<file path="config.mk">
export PLATFORM = sky130hd
export DESIGN_NAME = lsu_unit
export DESIGN_NICKNAME = d
export VERILOG_FILES = /design/src/rtl/lsu_unit.sv
export SDC_FILE = /design/constraint.sdc
export NUM_CORES = 1
export LEC_CHECK = 0
export CORE_MARGIN = 2
export CORE_UTILIZATION = 53
export CTS_CLUSTER_DIAMETER = 50
export CTS_CLUSTER_SIZE = 30
export DETAILED_ROUTE_END_ITERATION = 10
export PLACE_DENSITY = 0.86
export SETUP_SLACK_MARGIN = 0.15
export SLEW_MARGIN = 15
export SYNTH_ARGS = -nofsm -noshare
export SYNTH_HDL_FRONTEND = slang
export SYNTH_SLANG_ARGS = --single-unit
export TNS_END_PERCENT = 1
</file>
<file path="constraint.sdc">
create_clock -name clk -period 6.5 [get_ports clk]
set_input_delay 1.625 -clock clk [delete_from_list [all_inputs] [get_ports clk]]
set_output_delay 1.625 -clock clk [all_outputs]
set_load 0.05 [all_outputs]
</file>
<file path="src/rtl/lsu_unit.sv">
// lsu_unit: load/store unit splitting misaligned accesses into two aligned bus beats
module lsu_unit #(
  parameter int XLEN = 32,
  parameter int ADDR_W = 32,
  parameter bit ALLOW_MISALIGNED = 1'b1
) (
  input  logic              clk,
  input  logic              rst_n,
  input  logic              req_valid,
  output logic              req_ready,
  input  logic              req_write,
  input  logic [1:0]        req_size,
  input  logic              req_zero_extend,
  input  logic [ADDR_W-1:0] req_addr,
  input  logic [XLEN-1:0]   req_wdata,
  output logic              rsp_valid,
  output logic [XLEN-1:0]   rsp_rdata,
  output logic              rsp_fault,
  output logic              bus_valid,
  input  logic              bus_ready,
  output logic              bus_write,
  output logic [ADDR_W-1:0] bus_addr,
  output logic [XLEN-1:0]   bus_wdata,
  output logic [XLEN/8-1:0] bus_wstrb,
  input  logic              bus_rvalid,
  input  logic [XLEN-1:0]   bus_rdata
);
  localparam int W = XLEN / 8;
  localparam int OW = $clog2(W);
  typedef enum logic [2:0] {IDLE, ISSUE0, RD0, ISSUE1, RD1, RESP} state_t;
  state_t state, state_nx;
  logic              write_r, zext_r, fault_r, two_r;
  logic [1:0]        size_r;
  logic [ADDR_W-1:0] addr_r, base;
  logic [XLEN-1:0]   wdata_r, b0, b1, dmask, lsh, ext;
  logic [OW-1:0]     off, req_off;
  logic [3:0]        req_nb;
  logic              req_two, req_fault, sign;
  logic [W-1:0]      m_w;
  logic [2*W-1:0]    strb_full;
  logic [2*XLEN-1:0] data_full;
  assign req_off   = req_addr[OW-1:0];
  assign req_nb    = req_size == 2'b00 ? 4'd1 : req_size == 2'b01 ? 4'd2 : req_size == 2'b11 ? 4'd4 : 4'd8;
  assign req_two   = (5'(req_off) + 5'(req_nb)) > 5'(W);
  assign req_fault = (XLEN == 32 && req_size == 2'b10) || (!ALLOW_MISALIGNED && req_two);
  assign off       = addr_r[OW-1:0];
  assign base      = {addr_r[ADDR_W-1:OW], {OW{1'b0}}};
  assign m_w       = W'(size_r == 2'b00 ? 8'h01 : size_r == 2'b01 ? 8'h03 : size_r == 2'b11 ? 8'h0F : 8'hFF);
  for (genvar g = 0; g < W; g++) begin : g_mask
    assign dmask[8*g +: 8] = {8{m_w[g]}};
  end
  assign strb_full = {{W{1'b0}}, m_w} << off;
  assign data_full = {{XLEN{1'b0}}, wdata_r & dmask} << {off, 3'b000};
  assign lsh       = XLEN'({b1, b0} >> {off, 3'b000}) & dmask;
  assign sign      = |(lsh & dmask & ~(dmask >> 1));
  assign ext       = (zext_r || !sign) ? lsh : lsh | ~dmask;
  assign req_ready = state == IDLE;
  assign bus_valid = state == ISSUE0 || state == ISSUE1;
  assign bus_write = bus_valid && write_r;
  assign bus_addr  = state == ISSUE0 ? base : state == ISSUE1 ? base + ADDR_W'(W) : '0;
  assign bus_wstrb = state == ISSUE0 ? strb_full[W-1:0] : state == ISSUE1 ? strb_full[2*W-1:W] : '0;
  assign bus_wdata = state == ISSUE0 ? data_full[XLEN-1:0] : state == ISSUE1 ? data_full[2*XLEN-1:XLEN] : '0;
  assign rsp_valid = state == RESP;
  assign rsp_fault = rsp_valid && fault_r;
  assign rsp_rdata = (rsp_valid && !write_r && !fault_r) ? ext : '0;
  // next-state selection for the request/beat sequencing
  always_comb begin
    state_nx = state;
    unique case (state)
      IDLE:    if (req_valid) state_nx = req_fault ? RESP : ISSUE0;
      ISSUE0:  if (bus_ready) state_nx = !write_r ? RD0 : two_r ? ISSUE1 : RESP;
      RD0:     if (bus_rvalid) state_nx = two_r ? ISSUE1 : RESP;
      ISSUE1:  if (bus_ready) state_nx = write_r ? RESP : RD1;
      RD1:     if (bus_rvalid) state_nx = RESP;
      RESP:    state_nx = IDLE;
      default: state_nx = IDLE;
    endcase
  end
  // state register
  always_ff @(posedge clk or negedge rst_n) begin
    if (!rst_n) state <= IDLE;
    else state <= state_nx;
  end
  // request capture on acceptance and read beat capture
  always_ff @(posedge clk or negedge rst_n) begin
    if (!rst_n) begin
      write_r <= 1'b0;
      zext_r  <= 1'b0;
      fault_r <= 1'b0;
      two_r   <= 1'b0;
      size_r  <= '0;
      addr_r  <= '0;
      wdata_r <= '0;
      b0      <= '0;
      b1      <= '0;
    end else begin
      if (state == IDLE && req_valid) begin
        write_r <= req_write;
        zext_r  <= req_zero_extend;
        fault_r <= req_fault;
        two_r   <= req_two;
        size_r  <= req_size;
        addr_r  <= req_addr;
        wdata_r <= req_wdata;
      end
      if (state == RD0 && bus_rvalid) b0 <= bus_rdata;
      if (state == RD1 && bus_rvalid) b1 <= bus_rdata;
    end
  end
endmodule

</file>
==> results of run 1 <==
==> per-layer routing <==
metal	track usage [%]	vias up	part of all wire [%]
li1	-	3092	-
met1	37.7	3392	42
met2	45.4	327	48
met3	6.63	42	7.7
met4	9.83	0	2.4
met5	0	-	0
==> final timing paths <==
path	end	cells past startpoint
setup / recovery	rsp_rdata[25]	5
hold / removal	b1[23]$_DFFE_PN0P_	1
setup reg to reg	wdata_r[13]$_DFFE_PN0P_	3
hold reg to reg	b1[23]$_DFFE_PN0P_	1
max in group asynchronous	wdata_r[8]$_DFFE_PN0P_	2
min in group asynchronous	b1[18]$_DFFE_PN0P_	1
==> critical path: stages, from the launching register on <==
cell	delay (ns)
sky130_fd_sc_hd__dfrtp_4	1.07
sky130_fd_sc_hd__mux4_2	0.40
sky130_fd_sc_hd__mux2i_1	0.07
sky130_fd_sc_hd__or4_1	0.70
sky130_fd_sc_hd__o21ai_0	0.20
sky130_fd_sc_hd__clkdlybuf4s50_1	0.85
==> report_power, final <==
group          internal (mW)  switching [mW]
registers               1.21           0.590
clock network          0.689           0.355
logic                   1.36            1.56
==> cell type report <==
type | instances | area, µm²
Clock buffer | 22 | 454
Clock inverter | 10 | 183
Fill cell | 1039 | 3880
Inverter | 32 | 120
Multi-Input combinational cell | 528 | 4320
Sequential cell | 129 | 3230
Tap cell | 184 | 230
Timing Repair Buffer | 213 | 2110
==> through the flow <==
| stage | cells | setup slack, ns | utilization (%) |
|---|---|---|---|
| detailed placement | 1086 | 1.58 | 68.9 |
| floorplan | 745 | 2.25 | - |
| global route | 1118 | 0.931 | 73.3 |
| global placement | 1086 | 1.66 | 68.9 |
| finish | 1118 | 1.11 | 73.3 |
| CTS | 1118 | 1.12 | 73.3 |
==> registers in the layout, indices dropped and copies added (netlist names) <==
name and count:
write_r 1, state 3, wdata_r 32, b0 32
size_r 2, two_r 1, b1 24, addr_r 32
fault_r 1, zext_r 1
==> logic make-up (layout without fill, tap and decap cells) <==
group,count (synthesis),after routing
adders and majority gates,4,4
buffers and inverters,88,277
xor gates and xnor gates,14,14
muxes,169,169
DFF,129,129
and+or+nand+nor,197,197
other,1,2
AOI/OAI and AO/OA,142,142
==> placed cells by master, fill, tap and decap left out, drive strengths merged, types with 2 or more instances in the layout <==
cell type,instances
bufinv,5
conb,2
xor2,7
nor3,15
clkinvlp,3
inv,32
mux2,126
or4,17
and4,3
mux4,32
nand2,34
a221o,9
a22oi,23
buf,7
dfrtp,129
o22ai,4
nand4,9
mux2i,11
nor4,3
o21ai,53
a21o,2
and3,2
clkdlybuf4s50,206
nor2,72
and2,12
nand2b,9
xnor2,7
clkbuf,22
a21oi,32
or3,8
nand3,8
or2,2
clkinv,2
o31ai,12
ha,3
==> metrics list, run 1 <==
- The flow ran to the end, and the final reports show no timing, DRC or antenna violations.
- Number of remaining DRC errors: 0
- Clock tree from TritonCTS: built
- Buffer depth of the longest clock path: 2
- Worst path required time: 4.88 ns
- Summing the areas of all compound-gate instances in the mapped netlist gives 11.1% of the synthesized area.
- Slack of the worst reg-to-reg path: 4.15 ns
- Number of gates given a new drive strength after cts: 0
* Adder-cell share of the synthesized area: 0.729%
- Overall die height: 126 µm
- Relative to the synthesized area, the layout overhead comes to 35.0%.
- Via-per-instance ratio: 6.13
- After layout, the minimum clock period comes to 5.39 ns.
- Clock Sinks: 129
- Number of synthesized flops with an enable pin: 0
- Async S/R FF share, synth: 100%
- The synthesized netlist occupies a cell area of 0.00789 mm².
- On the final layout, the worst hold slack is 0.500 ns.
* Type of the most critical hold path: flop to flop
* Maximum number of pins on one net before global-route repair: 81
- Layout cells sized above 1: 21.8%
* Peak Freq: 0.186 GHz
- Synthesized instance count: 744
- Number of hold violations in the final report: 0
- Routability-driven placement finished with a final weighted congestion of 0.847.
- The tool flagged a number of max-cap violations equal to 0.
- Maximum VDD drop: 327 µV
- Inserted Clock Buffers: 17
- In this run the standard cell core region covers 0.0145 mm².
* Total global-route track usage: 28.1%
* Count of antenna diodes in the layout: 0
- Leading cell types by total area after synthesis: sky130_fd_sc_hd__dfrtp_1 41%, sky130_fd_sc_hd__mux2_2 18%, sky130_fd_sc_hd__mux4_2 9.1%
* Final max-slew violation count: 0
- Leakage power summed over all cells: 4.13 nW
- Clock-pin slew was measured on the worst setup and hold paths at 0.06 ns.
* Number of top-level pins: 210
- Setup repair after global routing left no endpoint under its margin.
* Post-Syn Area per Cell: 10.6 µm²
- In this run the tightest slew margin relative to its limit is 24.9%.
- Final total negative setup slack: 0 ns
- Via Count: 6,853
- Router iterations before antenna repair: 6
- The synthesized netlist devotes 1.55% of its cell area to XOR and XNOR gates.
- For this run, the number of Yosys warnings is 0.
* Routed length per placed instance: 19.8 µm
* Number of nets still failing antenna checks after routing: 0
- STA puts the critical path data arrival time at 3.76 ns.
- Die ar.: 0.0159 mm²
* Power density normalized to cell area: 541 mW/mm²
- Top_reg_cell synth: sky130_fd_sc_hd__dfrtp_1
* Number of antenna violations at the first check in global routing: 0
- After synthesis, the largest family of logic cells by area is multiplexers.
- Most used standard cell by instance count after synthesis: sky130_fd_sc_hd__dfrtp_1
- Placed Area: 0.0100 mm²
- In this run the worst path has a maximum fanout of 75.
- Simple-gate area share of the yosys netlist: 12.7%
- Synthesis inferred 129 register bits.
- Final-stage net count: 1,030
* CTS H-Tree Depth: 4
- The first global-routing pass estimated 35,500 µm of wire.
- In this run the most critical hold path is launched from b1[23]$_DFFE_PN0P_.
* Design Area, Final: 0.0107 mm²
- In this run the tool buffered the top-level ports with 207 buffer cells.
* Crit Path Class: flop to output pin
- Clock Tree Root: sky130_fd_sc_hd__clkbuf_16
- Setup violations remaining at the end of the flow were counted as 0.
- Post-Route WL: 22,200 µm
- Total gr overflow: 0
* Multiplexer share of the synthesized area: 28.5%
- Transition at the pin with the smallest max-transition slack: 1.12 ns
- Share of Yosys cell area claimed by the top area cell type: 40.9%
* CP startpoint: addr_r[0]$_DFFE_PN0P_
- Number of global-route vias before repair: 6,671
* Sequential area share after synthesis: 40.9%
- The worst path uses 82.8% of the clock period.
- Horiz. Die Dim: 126 µm
- After clock tree synthesis, the setup repair step added 0 buffers.
- Setup Skew: 0.0104 ns
* Skew-Pair Late Insertion Delay: 0.43 ns
- Count of cell types in the netlist: 48
- The completed layout was analyzed and its total power is 5.77 mW.
- For this block, the initial DRC count from the detailed router was 545.
* Total number of placement rows: 44
- Once the floorplan was initialized, standard cells occupied 54.3% of the core.
- Reg-to-reg critical path startpoint: state[1]$_DFFE_PN0P_
- The commonest cells after synthesis are 129 x sky130_fd_sc_hd__dfrtp_1, 126 x sky130_fd_sc_hd__mux2_2, 72 x sky130_fd_sc_hd__nor2_1, 53 x sky130_fd_sc_hd__o21ai_0, 40 x sky130_fd_sc_hd__clkbuf_1.
- Post-DP HPWL: 15,200 µm
- STA classifies the critical path startpoint as a flop.
- The synthesized design spends more area on one cell type than any other, namely sky130_fd_sc_hd__dfrtp_1.
- In this run, post-CTS hold repair placed 0 buffers.
- Endpoint kind of the worst setup timing path: output pin
Power figures use the tool's default switching activity.
==> run 2, diff against run 1 <==
--- a/config.mk
+++ b/config.mk
@@ -6,11 +6,11 @@
 export NUM_CORES = 1
 export LEC_CHECK = 0
 export CORE_MARGIN = 2
-export CORE_UTILIZATION = 53
+export CORE_UTILIZATION = 50
 export CTS_CLUSTER_DIAMETER = 50
 export CTS_CLUSTER_SIZE = 30
 export DETAILED_ROUTE_END_ITERATION = 10
-export PLACE_DENSITY = 0.86
+export PLACE_DENSITY = 0.82
 export SETUP_SLACK_MARGIN = 0.15
 export SLEW_MARGIN = 15
 export SYNTH_ARGS = -nofsm -noshare
==> constraint.sdc (replaced) <==
create_clock -name clk -period 5.3 [get_ports clk]
set_input_delay 1.325 -clock clk [delete_from_list [all_inputs] [get_ports clk]]
set_output_delay 1.325 -clock clk [all_outputs]
set_load 0.05 [all_outputs]
==> metrics list, run 2 (synthesis results as in run 1) <==
* Skew-Pair Late Insertion Delay: 0.42 ns (about the same)
* Total number of placement rows: 45 (+2.3%)
- In this run the clock root is driven by a sky130_fd_sc_hd__clkbuf_16.
- The setup path with the least slack is of type flop to output pin.
- Weighted congestion at the end of routability-driven global placement: 0.901 (+6.4%)
* Final design utilization: 70.3% (-3.1 points)
- Register area: 0.00323 mm² (unchanged)
- Fraction of power spent switching nets: 43.1% (-0.36 points)
* CP top delay family: simple AND/OR/NAND/NOR gates
* Die ar.: 0.0168 mm² (+5.8%)
* Type of the most critical hold path: flop to flop
* Post-Route WL: 21,800 µm (-1.8%)
- The final design instance area without fill came to 0.0108 mm² (+0.99%).
- Number of failing setup endpoints in the final timing report: 0 (unchanged)
- The leakage power figure came to 4.19 nW (+1.4%).
* Final worst path period share: 92.5%
- In the final layout, the registers with the most flip-flops are addr_r: 32 flops, b0: 32 flops, wdata_r: 32 flops.
* Setup slack after placement: 0.645 ns (-0.939 ns)
- Global-route wire length before repair: 33,900 µm (-4.6%)
- The number of design-rule violations left by the first detailed-router iteration came to 412 (-24%).
- The total chip power was 7.11 mW (+23%).
- Time the worst path needs with I/O delays and setup: 4.90 ns
- The area inside the core boundary was 0.0153 mm² (+5.4%).
- The path with the worst hold slack has its endpoint at b1[21]$_DFFE_PN0P_.
- Via Count: 6,642 (-3.1%)
- Starting utilization of the core area: 51.5% (-2.8 points)
- The power per cell area is 661 mW/mm² (+22%).
* Count of non-filler cells in the finished layout: 1,150 (+2.9%)
- Number of antenna violations at the first check in global routing: 0 (unchanged)
* Net Sw Power: 3.07 mW (+22%)
- Endpoint arrival time on the critical path: 3.58 ns (-0.18 ns)
- The number of global-route vias before repair came to 6,352 (-4.8%).
- Total global-route track usage: 26.1% (-2.1 points)
* CTS H-Tree Depth: 4 (unchanged)
- The clock transition at the register clock pins on the worst setup and hold paths after CTS came to 0.06 ns (about the same).
- Reg-to-reg critical path startpoint: state[0]$_DFFE_PN0P_
- Cells traversed along the worst timing path: or3b_2 > or2_2 > nor2_2 > a221o_1 > clkdlybuf4s50_1
- Clock tree from TritonCTS: built
* Final max-slew violation count: 0 (unchanged)
- Int Pwr: 4.04 mW (+24%)
* Worst hold-check slack: 0.503 ns (+0.00267 ns)
* Number of nets still failing antenna checks after routing: 0 (unchanged)
- Number of remaining DRC errors: 0 (unchanged)
- Highest fanout seen on the critical path: 14 (-81%)
* Final-stage net count: 1,035 (+0.49%)
* Clock Sinks: 129 (unchanged)
- The height of the die came to 130 µm (+2.9%).
- Transition at the pin with the smallest max-transition slack: 0.996 ns (-0.121 ns)
- The number of detailed-routing iterations run before antenna repair was 6 (unchanged).
* Layout cells sized above 1: 23.0% (+1.2 points)
- Standard cell with the maximum stage delay on the critical path: sky130_fd_sc_hd__clkdlybuf4s50_1
- Setup repair after global routing left no endpoint under its margin.
- Share of power burned in registers: 29.8% (-1.4 points)
- Type of element launching the critical path: flop
- Setup Skew: 0.00555 ns (-0.00482 ns)
* Area added between synthesis and finish: 36.3%
* Normalized max-slew margin: 33.6% (+8.7 points)
* Run status: finished, final reports clean
* Endpoint kind of the worst setup timing path: output pin
* Number of maximum-capacitance violations: 0 (unchanged)
- Register-to-Register Path Depth: 4 (+1)
* Portion of total power attributed to combinational logic: 51.6% (+0.9 points)
- The maximum vdd drop came to 378 µV (+16%).
* Maximum number of pins on one net before global-route repair: 103 (+27%)
- The clock power share came to 18.6% (+0.5 points).
* Via-per-instance ratio: 5.78 (-5.8%)
* Post-DP HPWL: 15,000 µm (-0.86%)
- Fillers: 1,134 (+9.1%)
- Number of top-level pins: 210 (unchanged)
* Hold path start: b1[21]$_DFFE_PN0P_
- Buffers & Inverters on Critical Path: 1 (unchanged)
- The CTS buffer count came to 17 (unchanged).
- The total congestion overflow is 0 (unchanged).
- The number of stages on the worst hold path was 1 (unchanged).
- The area occupied by multi-input gates was 0.00432 mm² (about the same).
* Number of hold violations in the final report: 0 (unchanged)
* Port Buffers: 207 (unchanged)
- Leading cell types in the layout, fill and taps excluded: 204 x sky130_fd_sc_hd__clkdlybuf4s50_1, 127 x sky130_fd_sc_hd__dfrtp_1, 126 x sky130_fd_sc_hd__mux2_2
- The average detailed-routed wire length per instance came to 18.9 µm (-4.5%).
- Based on the critical path, the design can be clocked at up to 0.204 GHz.
- The cell area after placement came to 0.0101 mm² (+0.70%).
- Min setup slack post-route: 0.397 ns (-0.718 ns)
* Final total negative setup slack: 0 ns (unchanged)
- Most common cell after layout, fill and taps aside: sky130_fd_sc_hd__clkdlybuf4s50_1
- Worst flop-to-flop path endpoint: state[2]$_DFFE_PN0P_
* Worst path required time: 3.97 ns (-0.91 ns)
- Slack of the worst reg-to-reg path: 3.00 ns (-1.15 ns)
- Placed cells: 1,118 (+2.9%)
- The number of antenna diodes came to 0 (unchanged).
* Crit-path max cell delay: 0.82 ns (-0.25 ns)
- Buffer depth of the longest clock path: 2 (unchanged)
- Post-cts hold buffer count: 0 (unchanged)
- The horizontal extent of the die is 130 µm (+2.9%).
-- run 2: changes by cell type in the layout (fill, tap and decap cells not counted), sizes merged --
| cell | before | now |
|---|---|---|
| clkbuf | 22 | 20 |
| inv | 32 | 34 |
| clkinvlp | 3 | 1 |
| clkdlybuf4s50 | 206 | 204 |
| clkinv | 2 | 4 |
| buf | 7 | 14 |
-- run 2: per-layer routing --
layer | up-vias | GRT usage [%] | wire (µm)
li1 | 3100 | - | -
met1 | 3266 | 36.7 | 9540
met2 | 244 | 40.6 | 10200
met3 | 32 | 5.74 | 1590
met4 | 0 | 8.16 | 403
met5 | - | 0 | 0
-- run 2: power groups by stage --
stage / registers [mW] / clock network, mW / logic [mW]
floorplan: 1.83 / 0 / 2.88
global placement: 2.08 / 0 / 3.61
detailed placement: 2.11 / 0 / 3.65
CTS: 2.10 / 1.33 / 3.68
global route: 2.21 / 1.38 / 3.92
finish: 2.12 / 1.32 / 3.67
-- run 2: worst max path at each step --
stage                               from            end  slack (ns)  cells past startpoint
floorplan           state[1]$_DFFE_PN0P_  rsp_rdata[21]        1.35                      6
global placement    state[0]$_DFFE_PN0P_   bus_wdata[6]        0.74                      5
detailed placement  state[0]$_DFFE_PN0P_   bus_wdata[1]        0.64                      5
CTS                 state[0]$_DFFE_PN0P_   bus_wdata[6]        0.17                      5
global route        state[0]$_DFFE_PN0P_   bus_wdata[6]        0.28                      5
finish              state[0]$_DFFE_PN0P_   bus_wdata[6]        0.40                      5
-- run 2: worst reg2reg max path, stage by stage (launching register included) --
cell and delay [ns]:
sky130_fd_sc_hd__dfrtp_1 0.52, sky130_fd_sc_hd__nand2b_1 0.74, sky130_fd_sc_hd__inv_1 0.28, sky130_fd_sc_hd__a211oi_1 0.47, sky130_fd_sc_hd__o32ai_1 0.16
-- run 2: timing repair --
action | 4_1_cts | 5_1_grt
setup endpoints to repair | 0 | 8
gates resized for setup | 0 | 1
buffers inserted | 0 | 0
endpoints found under the hold margin | 0 | 0
-- run 2: final cells by class --
class / instances / share of cell area (%)
clock buffer: 20 / 4.34
clock inverter: 12 / 1.88
inverter: 32 / 1.12
multi-input combinational: 528 / 40.2
sequential: 129 / 30.0
tap: 211 / 2.45
timing repair buffer: 218 / 20.0
